**src/rtl/lcfg_cfg_pkg.sv**
```systemverilog
// Shared definitions for the config-bus routing stages: one-hot state encoding,
// error codes and the default error read-data pattern.
package lcfg_cfg_pkg;

  localparam int unsigned S_IDLE = 0;
  localparam int unsigned S_REQ  = 1;
  localparam int unsigned S_RESP = 2;

  typedef enum logic [2:0] {
    ST_IDLE = 3'b001,
    ST_REQ  = 3'b010,
    ST_RESP = 3'b100
  } state_e;

  typedef enum logic [1:0] {
    ERR_NONE    = 2'b00,
    ERR_DECODE  = 2'b01,
    ERR_TIMEOUT = 2'b10
  } err_code_e;

  localparam logic [31:0] ERR_DATA_DEFAULT = 32'hDEAD_C0DE;

endpackage

```
**src/rtl/lcfg_cfg_timeout.sv**
```systemverilog
// Saturating up-counter with clear/enable; expired_o flags the LIMIT-th enabled cycle
// (count == LIMIT-1) and stays set while the count is held there.
module lcfg_cfg_timeout #(
  parameter int unsigned LIMIT = 255
) (
  input  logic clk_i,
  input  logic reset_i,
  input  logic clr_i,
  input  logic en_i,
  output logic expired_o
);

  localparam int unsigned W = $clog2(LIMIT + 1);
  localparam logic [W-1:0] LAST = W'(LIMIT - 1);

  logic [W-1:0] cnt_q;
  logic [W-1:0] cnt_d;

  // Next count: clear wins over enable; saturate at the expiry value.
  always_comb begin
    cnt_d = cnt_q;
    if (clr_i) begin
      cnt_d = '0;
    end else if (en_i && (cnt_q != LAST)) begin
      cnt_d = cnt_q + W'(1);
    end else begin
      cnt_d = cnt_q;
    end
  end

  // Count register.
  always_ff @(posedge clk_i) begin
    if (reset_i) begin
      cnt_q <= '0;
    end else begin
      cnt_q <= cnt_d;
    end
  end

  assign expired_o = (cnt_q == LAST);

endmodule

```
**src/rtl/lcfg_cfgi_router.sv**
```systemverilog
// Routes one upstream irdy/trdy config transaction at a time to a target port selected by
// the upper address bits; every transaction completes, with decode/timeout error capture.
module lcfg_cfgi_router
  import lcfg_cfg_pkg::*;
#(
  parameter int unsigned NUM_TGT   = 4,
  parameter int unsigned TGT_SHIFT = 12,
  parameter int unsigned TIMEOUT   = 255,
  parameter logic [31:0] ERR_DATA  = ERR_DATA_DEFAULT
) (
  input  logic                    clk,
  input  logic                    reset,
  input  logic                    cfgi_irdy,
  output logic                    cfgi_trdy,
  input  logic [15:0]             cfgi_addr,
  input  logic                    cfgi_write,
  input  logic [31:0]             cfgi_wr_data,
  output logic [31:0]             cfgi_rd_data,
  output logic [NUM_TGT-1:0]      tgt_irdy,
  input  logic [NUM_TGT-1:0]      tgt_trdy,
  output logic [TGT_SHIFT-1:0]    tgt_addr,
  output logic                    tgt_write,
  output logic [31:0]             tgt_wr_data,
  input  logic [32*NUM_TGT-1:0]   tgt_rd_data,
  output logic                    err_valid,
  output logic [1:0]              err_code,
  output logic [15:0]             err_addr,
  input  logic                    err_clr
);

  localparam int unsigned SEL_W = 16 - TGT_SHIFT;

  state_e               state_q, state_d;
  logic                 cfgi_trdy_q;
  logic [31:0]          rd_data_q, rd_data_d;
  logic [NUM_TGT-1:0]   tgt_irdy_q, tgt_irdy_d;
  logic [15:0]          cap_addr_q;
  logic                 cap_write_q;
  logic [31:0]          cap_wr_data_q;
  logic                 err_valid_q;
  logic [1:0]           err_code_q;
  logic [15:0]          err_addr_q;

  logic [SEL_W-1:0]     sel_s;
  logic                 hit_s;
  logic [NUM_TGT-1:0]   sel_oh_s;
  logic                 accept_s;
  logic                 trdy_hit_s;
  logic                 expired_s;
  logic [31:0]          tgt_rd_s;
  logic                 err_new_s;
  logic [1:0]           err_new_code_s;
  logic [15:0]          err_new_addr_s;

  // The trdy guard keeps IDLE from re-accepting an irdy that is still high on the completion cycle.
  assign accept_s = state_q[S_IDLE] & cfgi_irdy & ~cfgi_trdy_q;

  // Address decode and selected-target response muxing (tgt_irdy_q is the one-hot select).
  always_comb begin
    sel_s      = cfgi_addr[15:TGT_SHIFT];
    hit_s      = (32'(sel_s) < NUM_TGT);
    trdy_hit_s = |(tgt_trdy & tgt_irdy_q);
    tgt_rd_s   = 32'h0;
    for (int i = 0; i < NUM_TGT; i++) begin
      sel_oh_s[i] = (32'(sel_s) == 32'(i));
      tgt_rd_s    = tgt_rd_s | ({32{tgt_irdy_q[i]}} & tgt_rd_data[32*i +: 32]);
    end
  end

  // Next-state, target request, read data and error detection.
  always_comb begin
    state_d        = state_q;
    tgt_irdy_d     = '0;
    rd_data_d      = rd_data_q;
    err_new_s      = 1'b0;
    err_new_code_s = ERR_NONE;
    err_new_addr_s = cap_addr_q;
    case (state_q)
      ST_IDLE: begin
        if (accept_s && hit_s) begin
          state_d    = ST_REQ;
          tgt_irdy_d = sel_oh_s;
        end else if (accept_s) begin
          state_d        = ST_RESP;
          rd_data_d      = ERR_DATA;
          err_new_s      = 1'b1;
          err_new_code_s = ERR_DECODE;
          err_new_addr_s = cfgi_addr;
        end else begin
          state_d = ST_IDLE;
        end
      end
      ST_REQ: begin
        if (trdy_hit_s) begin
          state_d   = ST_RESP;
          rd_data_d = cap_write_q ? rd_data_q : tgt_rd_s;
        end else if (expired_s) begin
          state_d        = ST_RESP;
          rd_data_d      = ERR_DATA;
          err_new_s      = 1'b1;
          err_new_code_s = ERR_TIMEOUT;
        end else begin
          tgt_irdy_d = tgt_irdy_q;
        end
      end
      ST_RESP: state_d = ST_IDLE;
      default: state_d = ST_IDLE;
    endcase
  end

  lcfg_cfg_timeout #(
    .LIMIT (TIMEOUT)
  ) u_timeout (
    .clk_i     (clk),
    .reset_i   (reset),
    .clr_i     (state_q[S_IDLE]),
    .en_i      (state_q[S_REQ]),
    .expired_o (expired_s)
  );

  // Transaction state, capture and response registers.
  always_ff @(posedge clk) begin
    if (reset) begin
      state_q       <= ST_IDLE;
      cfgi_trdy_q   <= 1'b0;
      rd_data_q     <= 32'h0;
      tgt_irdy_q    <= '0;
      cap_addr_q    <= 16'h0;
      cap_write_q   <= 1'b0;
      cap_wr_data_q <= 32'h0;
    end else begin
      state_q     <= state_d;
      cfgi_trdy_q <= state_q[S_RESP];
      rd_data_q   <= rd_data_d;
      tgt_irdy_q  <= tgt_irdy_d;
      if (accept_s) begin
        cap_addr_q    <= cfgi_addr;
        cap_write_q   <= cfgi_write;
        cap_wr_data_q <= cfgi_wr_data;
      end
    end
  end

  // First-error capture; a new error in the clear cycle is kept.
  always_ff @(posedge clk) begin
    if (reset) begin
      err_valid_q <= 1'b0;
      err_code_q  <= ERR_NONE;
      err_addr_q  <= 16'h0;
    end else if (err_new_s && (!err_valid_q || err_clr)) begin
      err_valid_q <= 1'b1;
      err_code_q  <= err_new_code_s;
      err_addr_q  <= err_new_addr_s;
    end else if (err_clr) begin
      err_valid_q <= 1'b0;
      err_code_q  <= ERR_NONE;
      err_addr_q  <= 16'h0;
    end
  end

  assign cfgi_trdy    = cfgi_trdy_q;
  assign cfgi_rd_data = rd_data_q;
  assign tgt_irdy     = tgt_irdy_q;
  assign tgt_addr     = cap_addr_q[TGT_SHIFT-1:0];
  assign tgt_write    = cap_write_q;
  assign tgt_wr_data  = cap_wr_data_q;
  assign err_valid    = err_valid_q;
  assign err_code     = err_code_q;
  assign err_addr     = err_addr_q;

endmodule

```
**config.mk**
```make
export PLATFORM = sky130hd
export DESIGN_NAME = lcfg_cfgi_router
export DESIGN_NICKNAME = d
export VERILOG_FILES = /design/src/rtl/lcfg_cfg_pkg.sv /design/src/rtl/lcfg_cfg_timeout.sv /design/src/rtl/lcfg_cfgi_router.sv
export SDC_FILE = /design/constraint.sdc
export NUM_CORES = 1
export LEC_CHECK = 0
export ABC_AREA = 1
export CORE_AREA = 2 2 110 112
export CTS_BUF_LIST = sky130_fd_sc_hd__clkbuf_16
export CTS_CLUSTER_SIZE = 20
export DETAILED_ROUTE_END_ITERATION = 12
export DIE_AREA = 0 0 112 114
export DONT_BUFFER_PORTS = 1
export GPL_TIMING_DRIVEN = 0
export PLACE_DENSITY = 0.66
export SKIP_CTS_REPAIR_TIMING = 1
export SYNTH_ARGS = -nofsm -noshare
export SYNTH_HDL_FRONTEND = slang
export SYNTH_HIERARCHICAL = 1
export SYNTH_SLANG_ARGS = --single-unit
```
**constraint.sdc**
```tcl
create_clock -name clk -period 2.8 [get_ports clk]
set_input_delay 0.84 -clock clk [delete_from_list [all_inputs] [get_ports clk]]
set_output_delay 0.84 -clock clk [all_outputs]
set_load 0.02 [all_outputs]
```
==> summary by stage <==
Clocking
TritonCTS built the clock tree. The number of buffers on the longest clock path is 2. The clock buffer count from CTS is 17. Clock tree synthesis found a total of 116 sinks. The H-tree depth is 4. The clock reaches the later pin of the worst-skew pair after 0.41 ns.

The clock transition at the registers of the reported paths is 0.06 ns. The root buffer cell chosen for the clock tree is sky130_fd_sc_hd__clkbuf_16.

Setup path
The worst setup path is of the flop to flop kind. The critical path starts at tgt_irdy[2]$_SDFFE_PP0P_. For the worst setup path, the data required time is 3.10 ns. The slowest stage of the critical path is the sky130_fd_sc_hd__dfxtp_1 cell. The origin of the critical flop-to-flop path is tgt_irdy[2]$_SDFFE_PP0P_. Data on the critical path arrives at its endpoint at 2.39 ns. The endpoint kind of the worst setup timing path is a flop. The worst reg2reg path depth is 10. The highest fanout seen on the critical path is 10. The largest single stage delay on the critical path is 0.51 ns. The type of element launching the critical path is a flop.

Traced cell by cell, the critical path runs through buf_2 > nand2_1 > nand2_1 > nor2_2 > nor2_1 > buf_2 > buf_2 > nand2_1 > nor2_1 > nor2_1.

STA
Setup repair after global routing left no endpoint under its margin. The highest clock frequency the design can meet is 479.2 MHz. The final-layout setup total negative slack is 0 ns. The number of hold-slack violations in the final timing report is 0. The final critical path takes up 74.52% of the cycle. Headroom to the max-slew limit came out at 62.03%. After layout, the minimum clock period comes to 2.087 ns.

On the final layout, the worst clock skew is 0.007698 ns. The number of pins exceeding their max-slew limit in the final report came to 0. The actual transition at the worst max-transition pin is 0.5696 ns. The final number of setup-violating endpoints is 0.

Cells and area
The synthesis-to-finish area growth is 12.92%. The diode insertion count for antenna repair is 0. The share of the core filled with cells in the final layout is 57.15%. The net count reported at finish is 1,130. The area occupied by multi-input gates is 2905 sq um. The share of cells above drive strength 1 is 8.787%. The filler cell count in the final layout is 1,185. With fillers left out, the area of the finished cells amounts to 6693 sq um.

The sequential cell area in the final layout is 2322 sq um.

Hold path
The class of the worst hold path is flop to flop. Counting instances, the worst hold path has a depth of 2. In this run the most critical hold path is launched from state_q[2]$_SDFFE_PP0P_.

Power and ir drop
The post-layout total power is 4.688 mW. For this design the ratio of total power to cell area is 700.5 nW/um^2. The maximum VDD drop is 0.4137 mV. The reported leakage power is 2.966 nW.

Synthesis
Of the synthesized area, sequential elements account for 39.18%. After synthesis, the share of flip-flops with an asynchronous set or reset is 0%. The leading cell type by number of instances after synthesis is sky130_fd_sc_hd__nand2_1.

The synthesized design devotes to its leading area cell type 39.18% of total area. The synthesis warning total is 6. The prevailing post-synth register cell is sky130_fd_sc_hd__dfxtp_1. By area the synthesized netlist is led by sky130_fd_sc_hd__dfxtp_1 39%, sky130_fd_sc_hd__nand2_1 17%, sky130_fd_sc_hd__nor2_1 12%. Of all cell types, the one taking the most synthesized area is sky130_fd_sc_hd__dfxtp_1. The average instance in the mapped netlist occupies 6.414 sq um. The count of state elements after synthesis is 116. The number of different library cells in the post-synthesis netlist is 27.

After technology mapping, the gate count stands at 924. The total standard cell area after synthesis is 5927 sq um. The synthesized design contains 0 enable-type register cells. The number of nets in the synthesized netlist is 1,111. By count the netlist is led by 265 x sky130_fd_sc_hd__nand2_1, 188 x sky130_fd_sc_hd__nor2_1, 116 x sky130_fd_sc_hd__dfxtp_1.

Die
The width of the chip is 112 um. 286 I/O pins were placed. From bottom edge to top edge, the die measures 114 um. The area of the die is 12,770 sq um. The core outline area is 11,710 sq um. For this configuration, the core starts out at a cell density of 50.61%. The number of placement rows is 40.

Drt
For this run, design rule violations remaining after detail routing come to 0. The per-cell via count in the routed design is 5.159. The routed via count is 5,690. The total wirelength of the detailed-routed design is 17,750 um. In the final routed layout, each cell accounts on average for 16.09 um. The DRC marker count from the first detailed-route iteration is 403. The first detailed-routing pass took 6 iterations. In this run the remaining antenna-violating nets after routing total 0.

Place
The weighted congestion reported at the end of routability-driven placement is 0.8788. Summed over all nets, the half-perimeter wirelength after detailed placement is 13,400 um. The total of buffers placed on input and output ports is 0.

After detailed placement, the total cell area comes to 6111 sq um.

Run
Across the run, the number of max-cap violations was 0.

Global routing
The initial antenna violation count is 0. Global routing consumed, over all layers together, 26.82% of the routing resources. Entering global routing, the biggest net connects 17 pins. The number of global-route vias before repair came to 5,107.

Summed over all layers, the global routing overflow is 0. The first-pass GRT wire length is 26,670 um.

Run status
The run finished with clean final reports.
## worst max-delay path, delay by kind of cell, from the launching register on
kind | cells | cell delay [ns]
and+or+nand+nor | 7 | 0.65
buffers and inverters | 3 | 0.81
DFF | 1 | 0.51
## path summary, 6_finish.rpt
kind	endpoint	slack, ns
setup / recovery	cfgi_rd_data[14]$_SDFFE_PP0P_	0.71
hold / removal	cfgi_trdy$_SDFF_PP0_	0.49
setup reg to reg	cfgi_rd_data[14]$_SDFFE_PP0P_	0.71
hold reg to reg	cfgi_trdy$_SDFF_PP0_	0.49
## sequential cells by signal, indices dropped and copies added (netlist names)
register / cells
tgt_write: 1
tgt_wr_data: 32
err_addr: 16
cap_addr_q: 16
cfgi_rd_data: 32
err_code: 2
tgt_irdy: 4
err_valid: 1
u_timeout/cnt_q: 8
state_q: 3
cfgi_trdy: 1
## report_power, final
part | total (mW) | internal, mW | switching (mW)
sequential | 2.02 | 1.78 | 0.235
combinational | 0.552 | 0.192 | 0.359
clock | 2.12 | 1.31 | 0.808
## cell usage in the layout, fill, tap and decap left out, drive strengths merged
cell type	count
a22o	16
inv	88
clkinvlp	3
o21a	1
xor2	1
bufinv	2
nor2	193
nand4	22
a21oi	49
o21ai	55
dfxtp	116
buf	35
clkbuf	48
ha	2
xnor2	2
nand2	274
nand3	40
clkinv	9
## cells by family after synthesis
group	share of synthesized area [%]
and+or+nand+nor	36.88
adders and majority gates	0.4221
buffers and inverters	11.80
AOI/OAI and AO/OA	11.27
xor gates and xnor gates	0.4434
DFF	39.18
## layer usage
metal | up-vias | global-route usage (%) | wire, um
li1 | 2921 | - | -
met1 | 2496 | 32.61 | 7312
met2 | 246 | 44.04 | 8354
met3 | 27 | 9.086 | 1707
met4 | 0 | 10.73 | 375
met5 | - | 0 | 0
## area by class of cell
class	instances	area share, %
buffer	66	5.534
sequential	116	34.70
clock buffer	17	6.356
multi-input combinational	655	43.41
inverter	87	4.917
tap	147	2.748
clock inverter	15	2.337
## metrics by stage
stage,instances,hold WS (ns),setup slack [ns]
finish,1103,0.4872,0.7133
global route,1103,0.5242,0.5299
CTS,1103,0.4915,0.6905
detailed placement,1071,0.4801,0.6190
global placement,1071,0.4809,0.6218
floorplan,924,0.4554,0.9239
No activity file was read; power rests on OpenSTA's default activity.
